### config.mk
export PLATFORM = sky130hd
export DESIGN_NAME = uvmt_reset_st_multi_clk_gen
export DESIGN_NICKNAME = d
export VERILOG_FILES = /design/src/rtl/uvmt_reset_st_multi_clk_gen_pkg.sv /design/src/rtl/uvmt_reset_st_clk_gen_ch.sv /design/src/rtl/uvmt_reset_st_multi_clk_gen.sv
export SDC_FILE = /design/constraint.sdc
export NUM_CORES = 1
export LEC_CHECK = 0
export BUFFER_PORTS_ARGS = -buffer_cell sky130_fd_sc_hd__buf_2
export CELL_PAD_IN_SITES_DETAIL_PLACEMENT = 0
export CELL_PAD_IN_SITES_GLOBAL_PLACEMENT = 2
export CORE_UTILIZATION = 42
export CTS_BUF_LIST = sky130_fd_sc_hd__clkbuf_8
export CTS_CLUSTER_SIZE = 40
export DETAILED_ROUTE_END_ITERATION = 16
export PLACE_DENSITY_LB_ADDON = 0.1
export SLEW_MARGIN = 10
export SYNTH_ARGS = -nofsm -noshare
export SYNTH_HDL_FRONTEND = slang
export SYNTH_SLANG_ARGS = --single-unit
### constraint.sdc
create_clock -name clk -period 8.6 [get_ports clk]
set_input_delay 2.58 -clock clk [delete_from_list [all_inputs] [get_ports clk]]
set_output_delay 2.58 -clock clk [all_outputs]
set_load 0.01 [all_outputs]
### src/rtl/uvmt_reset_st_multi_clk_gen_pkg.sv
// Shared types and default widths for the multi-channel clock/reset generator.
// Latency: n/a (types and constants only).
// Backpressure: n/a.
package uvmt_reset_st_multi_clk_gen_pkg;

    // Per-channel sequencing state
    typedef enum logic [1:0] {
        ST_IDLE      = 2'd0,
        ST_RST_PHASE = 2'd1,
        ST_RUN       = 2'd2,
        ST_STOPPING  = 2'd3
    } ch_state_t;

    localparam int DEF_NUM_CH = 4;
    localparam int DEF_CNT_W  = 16;
    localparam int DEF_RST_W  = 8;
    localparam int DEF_HALF   = 5;
    localparam int DEF_RST    = 4;

endpackage

### src/rtl/uvmt_reset_st_clk_gen_ch.sv
// One clock/reset channel: divided clock with programmable half-period and reset-held cycle count.
// Latency: start sampled at edge N -> first clk_out rise at N+H; rst_out falls with clk_out at N+2RH.
// Backpressure: config only accepted while idle (idle output); start ignored when busy, stop wins over start.
//
// Ports:
//   clk, reset           master clock, synchronous active-high reset
//   cfg_we               write cfg_half/cfg_rst into this channel's config registers
//   cfg_half, cfg_rst    half-period (master cycles) and reset-held rising-edge count
//   start, stop          single-cycle control pulses
//   clk_out, rst_out     registered divided clock and active-high channel reset
//   running              channel in RUN
//   idle                 channel in IDLE (drives the top-level cfg_ready mux)
module uvmt_reset_st_clk_gen_ch
    import uvmt_reset_st_multi_clk_gen_pkg::*;
#(
    parameter int CNT_W        = DEF_CNT_W,
    parameter int RST_W        = DEF_RST_W,
    parameter int DEFAULT_HALF = DEF_HALF,
    parameter int DEFAULT_RST  = DEF_RST
) (
    input  logic             clk,
    input  logic             reset,
    input  logic             cfg_we,
    input  logic [CNT_W-1:0] cfg_half,
    input  logic [RST_W-1:0] cfg_rst,
    input  logic             start,
    input  logic             stop,
    output logic             clk_out,
    output logic             rst_out,
    output logic             running,
    output logic             idle
);

    ch_state_t        state;
    logic [CNT_W-1:0] half_cfg;
    logic [RST_W-1:0] rst_cfg;
    // Active copies latched at start, so a config write in the same cycle
    // as start only affects the next run.
    logic [CNT_W-1:0] half_act;
    logic [RST_W-1:0] rst_act;
    logic [CNT_W-1:0] cnt;
    logic [RST_W-1:0] rise_cnt;
    logic             toggle;
    logic [CNT_W-1:0] half_eff;

    assign toggle   = (cnt == half_act - CNT_W'(1));
    assign half_eff = (half_cfg == '0) ? CNT_W'(1) : half_cfg;
    assign idle     = (state == ST_IDLE);

    always_ff @(posedge clk) begin
        if (reset) begin
            state    <= ST_IDLE;
            half_cfg <= CNT_W'(DEFAULT_HALF);
            rst_cfg  <= RST_W'(DEFAULT_RST);
            half_act <= CNT_W'(1);
            rst_act  <= '0;
            cnt      <= '0;
            rise_cnt <= '0;
            clk_out  <= 1'b0;
            rst_out  <= 1'b1;
            running  <= 1'b0;
        end else begin
            if (cfg_we) begin
                half_cfg <= cfg_half;
                rst_cfg  <= cfg_rst;
            end

            case (state)
                ST_IDLE: begin
                    cnt     <= '0;
                    clk_out <= 1'b0;
                    rst_out <= 1'b1;
                    running <= 1'b0;
                    if (start && !stop) begin
                        half_act <= half_eff;
                        rst_act  <= rst_cfg;
                        rise_cnt <= '0;
                        if (rst_cfg == '0) begin
                            state   <= ST_RUN;
                            rst_out <= 1'b0;
                            running <= 1'b1;
                        end else begin
                            state <= ST_RST_PHASE;
                        end
                    end
                end

                ST_RST_PHASE, ST_RUN: begin
                    cnt <= toggle ? '0 : cnt + CNT_W'(1);
                    if (toggle) begin
                        clk_out <= ~clk_out;
                    end
                    if (stop) begin
                        running <= 1'b0;
                        rst_out <= 1'b1;
                        // Low now, or falling this very edge: stop without
                        // shortening any high phase.
                        if (!clk_out || toggle) begin
                            state   <= ST_IDLE;
                            clk_out <= 1'b0;
                            cnt     <= '0;
                        end else begin
                            state <= ST_STOPPING;
                        end
                    end else if (state == ST_RST_PHASE && toggle) begin
                        if (!clk_out) begin
                            rise_cnt <= rise_cnt + RST_W'(1);
                        end else if (rise_cnt == rst_act) begin
                            // Falling toggle after the last counted rise
                            state   <= ST_RUN;
                            rst_out <= 1'b0;
                            running <= 1'b1;
                        end
                    end
                end

                ST_STOPPING: begin
                    cnt <= toggle ? '0 : cnt + CNT_W'(1);
                    if (toggle) begin
                        clk_out <= 1'b0;
                        state   <= ST_IDLE;
                    end
                end

                default: begin
                    state <= ST_IDLE;
                end
            endcase
        end
    end

endmodule

### src/rtl/uvmt_reset_st_multi_clk_gen.sv
// N-channel clock/reset generator: config write decode and cfg_ready mux over independent channels.
// Latency: config write lands on the next edge; channel timing is set by each channel.
// Backpressure: cfg_ready (combinational) is low while the addressed channel is not idle.
//
// Ports:
//   clk, reset                    master clock, synchronous active-high reset
//   cfg_valid/cfg_ready           config write handshake for channel cfg_ch
//   cfg_ch, cfg_half, cfg_rst     target channel, half-period, reset-held edge count
//   start, stop                   per-channel control pulses
//   clk_out, rst_out, running     per-channel outputs
module uvmt_reset_st_multi_clk_gen
    import uvmt_reset_st_multi_clk_gen_pkg::*;
#(
    parameter int NUM_CH       = DEF_NUM_CH,
    parameter int CNT_W        = DEF_CNT_W,
    parameter int RST_W        = DEF_RST_W,
    parameter int DEFAULT_HALF = DEF_HALF,
    parameter int DEFAULT_RST  = DEF_RST,
    localparam int CH_W        = (NUM_CH > 1) ? $clog2(NUM_CH) : 1
) (
    input  logic              clk,
    input  logic              reset,
    input  logic              cfg_valid,
    output logic              cfg_ready,
    input  logic [CH_W-1:0]   cfg_ch,
    input  logic [CNT_W-1:0]  cfg_half,
    input  logic [RST_W-1:0]  cfg_rst,
    input  logic [NUM_CH-1:0] start,
    input  logic [NUM_CH-1:0] stop,
    output logic [NUM_CH-1:0] clk_out,
    output logic [NUM_CH-1:0] rst_out,
    output logic [NUM_CH-1:0] running
);

    logic [NUM_CH-1:0] idle;
    logic [NUM_CH-1:0] cfg_we;

    // An out-of-range cfg_ch (non power-of-two NUM_CH) is never ready.
    always_comb begin
        cfg_ready = 1'b0;
        for (int i = 0; i < NUM_CH; i++) begin
            if (cfg_ch == CH_W'(i)) begin
                cfg_ready = idle[i];
            end
        end
    end

    for (genvar g = 0; g < NUM_CH; g++) begin : g_ch
        assign cfg_we[g] = cfg_valid && cfg_ready && (cfg_ch == CH_W'(g));

        uvmt_reset_st_clk_gen_ch #(
            .CNT_W        (CNT_W),
            .RST_W        (RST_W),
            .DEFAULT_HALF (DEFAULT_HALF),
            .DEFAULT_RST  (DEFAULT_RST)
        ) u_ch (
            .clk      (clk),
            .reset    (reset),
            .cfg_we   (cfg_we[g]),
            .cfg_half (cfg_half),
            .cfg_rst  (cfg_rst),
            .start    (start[g]),
            .stop     (stop[g]),
            .clk_out  (clk_out[g]),
            .rst_out  (rst_out[g]),
            .running  (running[g]),
            .idle     (idle[g])
        );
    end

endmodule

# Word-level counts from Yosys, hierarchy flattened
# Index checks and enable logic that the tools add are counted.
# W data, S select, Z words.
[op_classes] add_sub_neg=12 n_eq_ne=55 n_mux=156 n_bitwise=4 n_reduce_logical=62
[op_table] op="$mux W16" count=16
[op_table] op="$pmux W16 S3" count=4
[op_table] op="$mux W8" count=16
[op_table] op="$mux W1" count=68
[op_table] op="$add A16 B1 Y16 const B" count=4
[op_table] op="$eq A16 B16 Y1" count=4
[op_table] op="$logic_not A16 Y1" count=4
[op_table] op="$mux W2" count=32
[op_table] op="$pmux W8 S2" count=4
[op_table] op="$sub A16 B1 Y16 const B" count=4
[op_table] op="$reduce_and A5 Y1" count=8
[op_table] op="$ne A3 B2 Y1 const B" count=12
[op_table] op="$add A8 B1 Y8 const B" count=4
[op_table] op="$eq A8 B8 Y1" count=4
[op_table] op="$logic_not A8 Y1" count=4
[op_table] op="$ne A2 B2 Y1 const B" count=12
[op_table] op="$pmux W2 S3" count=4
[op_table] op="$eq A2 B2 Y1 const B" count=10
[op_table] op="$ne A2 B1 Y1 const B" count=8
[op_table] op="$pmux W1 S2" count=8
[op_table] op="$reduce_and A4 Y1" count=4
[op_table] op="$logic_and A1 B1 Y1" count=13
[op_table] op="$pmux W1 S3" count=4
[op_table] op="$eq A2 B1 Y1 const B" count=5
[op_table] op="7 further kinds" count=33
[totals] register_bits=308 in_bits=37 out_inout_bits=13 word_cells=329

# Depth between registers and ports, before layout
# Gate-level depths: netlist of run 1.
[logic_depth] depth_word=7 ltp_mapped=18 depth_no_buf=15

# By module
# Synthesis of run 1 repeated with hierarchy kept, for this count alone.
[unflattened] hier_cells=1818 area_unflattened_um2=15294.7
[modules_own_cells] mod="uvmt_reset_st_clk_gen_ch at g_ch[2].u_ch" instances=1 cells_per_inst=462 area_each_um2=3860.0 seq_area_each_um2=1541.5
[modules_own_cells] mod="uvmt_reset_st_clk_gen_ch at g_ch[1].u_ch" instances=1 cells_per_inst=458 area_each_um2=3804.9 seq_area_each_um2=1541.5
[modules_own_cells] mod="uvmt_reset_st_clk_gen_ch at g_ch[3].u_ch" instances=1 cells_per_inst=449 area_each_um2=3792.4 seq_area_each_um2=1541.5
[modules_own_cells] mod="uvmt_reset_st_clk_gen_ch at g_ch[0].u_ch" instances=1 cells_per_inst=444 area_each_um2=3769.9 seq_area_each_um2=1541.5
[modules_own_cells] mod="uvmt_reset_st_multi_clk_gen" instances=1 cells_per_inst=5 area_each_um2=67.6 seq_area_each_um2=0.0

# Worst setup path after synthesis of run 1
# No wires, ideal clock.
[synth_timing] path_kind="input to output" startpoint="input port cfg_ch[0]" endpoint="output port cfg_ready" arrival_ns=3.351 t_required_ns=6.020 setup_slack_ns=2.669 path_stages=2 path_buffers=1 cell_sequence="clkbuf_1 > mux4_2"
[synth_via] elab_chain_cells=5 elab_cells_between_ends=8 cone_classes="3 x eq/ne; 4 x mux; 1 x reduce/logical"
[synth_lines] element="start: declaration" line_no="uvmt_reset_st_multi_clk_gen.sv:25" text="input logic [CH_W-1:0] cfg_ch,"
[synth_lines] element="$logic_not A2 Y1" line_no="uvmt_reset_st_multi_clk_gen.sv:42" text="if (cfg_ch == CH_W'(i)) begin"
[synth_lines] element="$mux W1 (3 in series)" line_no="uvmt_reset_st_multi_clk_gen.sv:42"
[synth_lines] element="$mux W1 *" line_no="uvmt_reset_st_multi_clk_gen.sv:42"
[synth_lines] element="end: declaration" line_no="uvmt_reset_st_multi_clk_gen.sv:24" text="output logic cfg_ready,"
# Every way passes the cells marked *; elsewhere a longest branch is shown, timed or not.

# Worst setup path after layout of run 1
# Ends and elaborated chain as after synthesis.

==> results of run 1 <==
how the worst max path moves through the flow:
stage / from / to / slack (ns) / depth (start not counted)
2_1_floorplan: cfg_ch[0] / cfg_ready / 2.67 / 2
3_3_place_gp: cfg_ch[0] / cfg_ready / 2.63 / 3
3_5_place_dp: cfg_ch[0] / cfg_ready / 2.62 / 3
4_1_cts: cfg_ch[0] / cfg_ready / 2.60 / 3
5_1_grt: cfg_ch[0] / cfg_ready / 2.58 / 3
6_report: cfg_ch[0] / cfg_ready / 2.61 / 3
worst max-delay path, cell delays in order:
cell	delay, ns
buf_2	0.16
mux4_2	0.52
buf_2	0.16
logic make-up (layout without fill, tap and decap cells):
group	after synthesis	count (layout)	synth area share
fa+ha+maj	30	30	0.0246
flops	308	308	0.404
compound gates	372	372	0.146
mux	8	8	0.00615
simple gates	899	899	0.276
buf+inv	163	206	0.0442
xor+xnor	172	172	0.0996
registers in the layout (all words and copies together), names as in the netlist:
| signal | cells |
|---|---|
| g_ch.u_ch.half_act | 64 |
| g_ch.u_ch.state | 8 |
| g_ch.u_ch.rst_act | 32 |
| g_ch.u_ch.rise_cnt | 32 |
| g_ch.u_ch.half_cfg | 64 |
| g_ch.u_ch.cnt | 64 |
| g_ch.u_ch.rst_out | 4 |
| g_ch.u_ch.rst_cfg | 32 |
| g_ch.u_ch.running | 4 |
| g_ch.u_ch.clk_out | 4 |
power by group:
group	switching (mW)	internal, mW
registers	0.0784	1.51
clock network	0.636	0.871
logic	0.477	0.253
cell type report:
type / instances / area [um^2]
Clock buffer: 72 / 991
Clock inverter: 29 / 240
Fill cell: 3640 / 18800
Inverter: 46 / 173
Multi-Input combinational cell: 1481 / 8430
Sequential cell: 308 / 6170
Tap cell: 461 / 577
Timing Repair Buffer: 59 / 327
per-stage QoR:
stage	hold slack, ns	cell area (um^2)	setup slack, ns	power [mW]	utilization
after global placement	0.432	15700	2.63	2.34	0.439
final	0.441	16900	2.61	3.82	0.474
after detailed placement	0.434	15700	2.62	2.35	0.439
after global routing	0.464	16900	2.58	4.03	0.474
after floorplan	0.426	15300	2.67	2.14	-
after CTS	0.448	16900	2.60	3.87	0.474
cell usage in the layout, fill, tap and decap left out, types with 11 or more instances in the layout:
| cell type | netlist | final |
|---|---|---|
| nor2_1 | 138 | 138 |
| and3_1 | 32 | 32 |
| xnor2_1 | 86 | 86 |
| and4_1 | 11 | 11 |
| nand2_1 | 442 | 442 |
| nand3_1 | 78 | 78 |
| ha_1 | 30 | 30 |
| or4_1 | 21 | 21 |
| a21oi_1 | 224 | 224 |
| nand4_1 | 27 | 27 |
| dfxtp_1 | 308 | 308 |
| or3_1 | 18 | 18 |
| clkbuf_8 | 0 | 72 |
| clkinv_2 | 0 | 11 |
| inv_1 | 45 | 56 |
| o21ai_0 | 45 | 45 |
| xor2_1 | 85 | 85 |
| a211oi_1 | 12 | 12 |
| nor4_1 | 41 | 41 |
| buf_2 | 3 | 48 |
| nor3_1 | 24 | 24 |
routing by layer:
metal  wire length [um]  share of wire
met1              19200           0.48
met2              18600           0.46
met3               1680          0.042
met4                731          0.018
met5                 13        0.00032
==> metrics.md, run 1 <==
| Metric | Value |
|---|---|
| Post-synth ARST share | `0` |
| PwrDens | `approximately 230 nW/um^2` |
| Total GRT Usage | `0.219` |
| CTS tree | `yes` |
| Clk sinks | `308` |
| Top cells by area, synth | `dfxtp_1 (40%), nand2_1 (11%), a21oi_1 (7.3%)` |
| IO Pins | `50` |
| Failing checks | `DRC` |
| Data arrival, critical path | `3.41 ns` |
| Number of buffers created by CTS | `54` |
| Clk_lat worst skew | `about 0.63 ns` |
| Mapped Avg Cell Area | `7.82 um^2` |
| Synth-to-Final Area Change | `10.7%` |
| Reg-to-reg critical path endpoint | `g_ch[1].u_ch.cnt[11]` |
| Commonest cells post-synth | `nand2_1 (442), dfxtp_1 (308), a21oi_1 (224), nor2_1 (138), clkbuf_1 (95)` |
| Post-cts sizing count | `0` |
| Hold WC Path Type | `flip-flop to flip-flop` |
| Period utilisation layout | `0.697` |
| FP Rows | `between 60 and 70` |
| Antenna violations before repair | `1` |
| Crit start category | `input port` |
| Vias in the first global route | `12600` |
| Overflow after GRT | `0` |
| Antenna cells | `0` |
| Die ar. | `37100 um^2` |
| Gate Count Post-Synth | `between 1500 and 2000` |
| R2r startpoint | `g_ch[1].u_ch.half_act[0]` |
| Worst rel slew slack | `0.270` |
| FF-to-FF path depth | `15` |
| Critical path endpoint category | `output port` |
| Final wirelength | `40300 um` |
| Flop2flop setup slack | `4.39 ns` |
| Die width | `193 um` |
| Mapped cell area | `15300 um^2` |
| Cell variety after synth | `79` |
| IO buf count | `49` |
| Worst Min Path Start | `g_ch[0].u_ch.rst_out` |
| Register area share after synthesis | `0.404` |
| Die Height | `193 um` |
| Fraction of layout cells with a size suffix above 1 | `0.0907` |
| Critical Path RT | `6.02 ns` |
| Routed via count | `13200` |
| Worst Tran Pin Value | `1.09 ns` |
| Hold buffers post-CTS | `0` |
| Hold Violations, Final | `0` |
| Prevailing post-synth register cell | `dfxtp_1` |
| DR iter-0 viols | `624` |
| Critical path class | `input port to output port` |
| Pins Over Slew Limit | `0` |
| Finished Layout Cells | `approximately 2500` |
| Largest net degree at the start of global routing | `81` |
| Syn Nets | `2019` |
| DP HPWL | `28400 um` |
| Post-synth EDFFs | `0` |
| Cells after DPL | `2355` |
| Met2 Track Usage GR | `0.362` |
| Crit-path max FO | `9` |
| Max_cap viols | `0` |
| Number of synthesized register bits | `308` |
| Met3 usage | `0.0416` |
| Static Leak | `~6.2 nW` |
| Routed vias/inst | `5.39` |
| Setup-failing EPs final | `0` |
| Min Clock Period, post-route | `5.99 ns` |
| RSZ-0062 raised after global routing | `false` |
| RePlAce Congestion | `0.830` |
| Buffer count from post-CTS setup fixing | `0` |
| Core footprint | `35700 um^2` |
| Nets@finish | `2017` |
| H-Tree Level Count | `2` |
| Drt wl/cell | `~16 um` |
| Cell taking the most area after synthesis | `dfxtp_1` |
| Clock Pin Slew Worst Setup and Hold Paths | `0.05 ns` |
| Hold Crit Depth | `1` |
| Clock Root Buffer | `clkbuf_8` |
| Routed Antenna Nets | `0` |
| M1 GR Usage | `0.290` |
| First-pass detailed-route iteration total | `10` |
| First-pass GRT wire length | `about 65000 um` |
| Most common cell in the netlist | `nand2_1` |
| Initial core utilization | `0.428` |
| Status | `finished with violations` |
| Sink of the worst hold path | `g_ch[0].u_ch.rst_out` |
| Setup TNS | `0 ns` |
| Fmax | `167 MHz` |
| Peak VDD IR | `0.000135 V` |
| YS warnings | `0` |
| Most used routing layer | `met2` |
| Clk_skew | `0.0193 ns` |
| Maximum clock insertion buffer count | `3` |
| Share of the synthesized area in the top cell type | `0.404` |
| DR DRC count | `4` |
Power figures use the tool's default switching activity.
==> inputs of run 2 (changes only) <==
--- a/config.mk
+++ b/config.mk
@@ -8,7 +8,7 @@
 export BUFFER_PORTS_ARGS = -buffer_cell sky130_fd_sc_hd__buf_2
 export CELL_PAD_IN_SITES_DETAIL_PLACEMENT = 0
 export CELL_PAD_IN_SITES_GLOBAL_PLACEMENT = 2
-export CORE_UTILIZATION = 42
+export CORE_UTILIZATION = 39
 export CTS_BUF_LIST = sky130_fd_sc_hd__clkbuf_8
 export CTS_CLUSTER_SIZE = 40
 export DETAILED_ROUTE_END_ITERATION = 16
==> constraint.sdc (replaced) <==
create_clock -name clk -period 6.2 [get_ports clk]
set_input_delay 1.86 -clock clk [delete_from_list [all_inputs] [get_ports clk]]
set_output_delay 1.86 -clock clk [all_outputs]
set_load 0.01 [all_outputs]
==> metrics.md, run 2 (synthesis gave the netlist of run 1 again) <==
| Metric | Value |
|---|---|
| Fillers | `3990 (+9.6%)` |
| RePlAce Congestion | `0.808 (-2.7%)` |
| Clk sinks | `308 (unchanged)` |
| Routed vias/inst | `5.27 (-2.3%)` |
| Min Clock Period, post-route | `roughly 4.5 ns` |
| Clk_lat worst skew | `0.64 ns (about the same)` |
| Die Height | `200 um (+3.7%)` |
| CP startpoint | `cfg_ch[0]` |
| Worst Setup EP | `cfg_ready` |
| Overflow after GRT | `0 (unchanged)` |
| Post-cts sizing count | `0 (unchanged)` |
| Clk_skew | `0.0112 ns (-0.00809 ns)` |
| Buffer count from post-CTS setup fixing | `0 (unchanged)` |
| Area of the multi-input gates | `8430 um^2 (unchanged)` |
| Routed Antenna Nets | `0 (unchanged)` |
| FP Rows | `72 (+4.3%)` |
| Crit path top cell by count | `buf_2` |
| Setup TNS | `0 ns (unchanged)` |
| Bufs and invs on worst path | `2 (unchanged)` |
| Register area | `6170 um^2 (unchanged)` |
| PwrDens | `311 nW/um^2 (+38%)` |
| RSZ-0062 raised after global routing | `false` |
| Antenna cells | `0 (unchanged)` |
| First-pass detailed-route iteration total | `7 (-3)` |
| Nets@finish | `2021 (+0.20%)` |
| Synth-to-Final Area Change | `11.2%` |
| Crit path largest cell delay | `0.50 ns (-0.02 ns)` |
| Critical Path RT | `4.34 ns (-1.68 ns)` |
| Critical path class | `input port to output port` |
| DP HPWL | `28900 um (+1.7%)` |
| DR iter-0 viols | `625 (+0.16%)` |
| Largest net degree at the start of global routing | `74 (-8.6%)` |
| Crit-path max FO | `9 (unchanged)` |
| Total GRT Usage | `0.208 (-0.0107)` |
| Status | `finished, final reports clean` |
| IO Pins | `50 (unchanged)` |
| Setup-failing EPs final | `0 (unchanged)` |
| H-Tree Level Count | `2 (unchanged)` |
| Clock Pin Slew Worst Setup and Hold Paths | `0.06 ns (about the same)` |
| Hold WC Path Type | `flip-flop to flip-flop` |
| Core footprint | `38600 um^2 (+8.4%)` |
| Peak VDD IR | `0.000174 V (+29%)` |
| Total power | `5.28 mW (+38%)` |
| Clock Root Buffer | `clkbuf_8` |
| Number of buffers created by CTS | `56 (+3.7%)` |
| Antenna violations before repair | `0 (-1)` |
| Crit start category | `input port` |
| Finished Layout Cells | `2518 (+2.5%)` |
| Most common cell after layout, fill and taps aside | `nand2_1` |
| Crit-path cells | `buf_2 > mux4_2 > buf_2` |
| Levels on crit path | `3 (unchanged)` |
| Die ar. | `39900 um^2 (+7.6%)` |
| First-pass GRT wire length | `66400 um (+2.1%)` |
| Hold buffers post-CTS | `0 (unchanged)` |
| Critical path endpoint category | `output port` |
| Reg-to-reg critical path endpoint | `g_ch[0].u_ch.cnt[12]` |
| Initial core utilization | `0.395 (-0.0332)` |
| Fraction of layout cells with a size suffix above 1 | `0.0905 (-0.000227)` |
| R2r startpoint | `g_ch[0].u_ch.half_act[3]` |
| Vias in the first global route | `12500 (-0.82%)` |
| CTS tree | `yes` |
| IO buf count | `49 (unchanged)` |
| Slowest cell on the critical path | `mux4_2` |
| Flop2flop setup slack | `2.09 ns (-2.30 ns)` |
| Top Registers | `g_ch.u_ch.cnt x64, g_ch.u_ch.half_act x64, g_ch.u_ch.half_cfg x64` |
| Die width | `200 um (+3.7%)` |
| Drt wl/cell | `16.3 um (-0.31%)` |
| Worst Tran Pin Value | `1.10 ns (+0.00849 ns)` |
| Fmax | `221 MHz` |
| CP delay by family, top | `multiplexers` |
| Cells after DPL | `2414 (+2.5%)` |
| FF-to-FF path depth | `11 (-4)` |
| Most frequent cells in the layout | `nand2_1 (442), dfxtp_1 (308), a21oi_1 (224), nor2_1 (138), xnor2_1 (86)` |
| WHS | `0.441 ns (-0.0000200 ns)` |
| Hold Crit Depth | `2 (+1)` |
| Data arrival, critical path | `2.67 ns (-0.74 ns)` |
| Period utilisation layout | `0.730` |
| Final wirelength | `41100 um (+2.2%)` |
| Worst rel slew slack | `0.264 (-0.00567)` |
| Routed via count | `13300 (+0.12%)` |
| Maximum clock insertion buffer count | `3 (unchanged)` |
| Max_cap viols | `0 (unchanged)` |
| Pins Over Slew Limit | `0 (unchanged)` |
| DR DRC count | `0 (-4)` |
| Static Leak | `6.25 nW (+0.50%)` |
| Hold Violations, Final | `0 (unchanged)` |
==> run 2: cell count changes in the layout (fill, tap and decap cells not counted), sizes merged <==
cell      change
inv           +5
clkbuf        +5
clkinv        -3
buf           +2
clkinvlp      -2
bufinv        -2
==> run 2: per-layer routing <==
layer	GRT usage	part of all wire	wire [um]
met4	0.0498	0.017	687
met3	0.0417	0.047	1920
met2	0.338	0.46	18700
met5	0	0	0
met1	0.283	0.48	19800
==> run 2: area by class of cell <==
class,instances,area share
inverters,46,0.0102
multi-input cells,1481,0.496
well taps,518,0.0382
repair buffers,61,0.0201
flip-flops and latches,308,0.363
clock buffers,77,0.0624
clock inverters,27,0.00994
==> run 2: worst min path at each step <==
stage | from | to
6_report | g_ch[0].u_ch.running | g_ch[0].u_ch.running
5_1_grt | g_ch[1].u_ch.rst_out | g_ch[1].u_ch.rst_out
4_1_cts | g_ch[0].u_ch.running | g_ch[0].u_ch.running
3_5_place_dp | g_ch[0].u_ch.running | g_ch[0].u_ch.running
3_3_place_gp | g_ch[0].u_ch.rst_out | g_ch[0].u_ch.rst_out
2_1_floorplan | g_ch[0].u_ch.running | g_ch[0].u_ch.running
==> run 2: report_power, final <==
part           internal (mW)  switching [mW]  leakage [nW]
logic                  0.353           0.654          3.05
registers               2.09           0.109          2.49
clock network           1.18           0.893         0.703
==> run 2: worst min-delay path, cell delays in order, from the launching register on <==
cell and delay, ns:
dfxtp_1 0.30, inv_1 0.04, a21oi_1 0.05
==> run 2: stage by stage <==
step                      utilization  cell area (um^2)  setup slack [ns]
after floorplan                     -             15300              1.71
after global placement          0.408             15800              1.67
after detailed placement        0.408             15800              1.67
after CTS                       0.439             17000              1.67
after global routing            0.439             17000              1.56
final                           0.439             17000              1.67
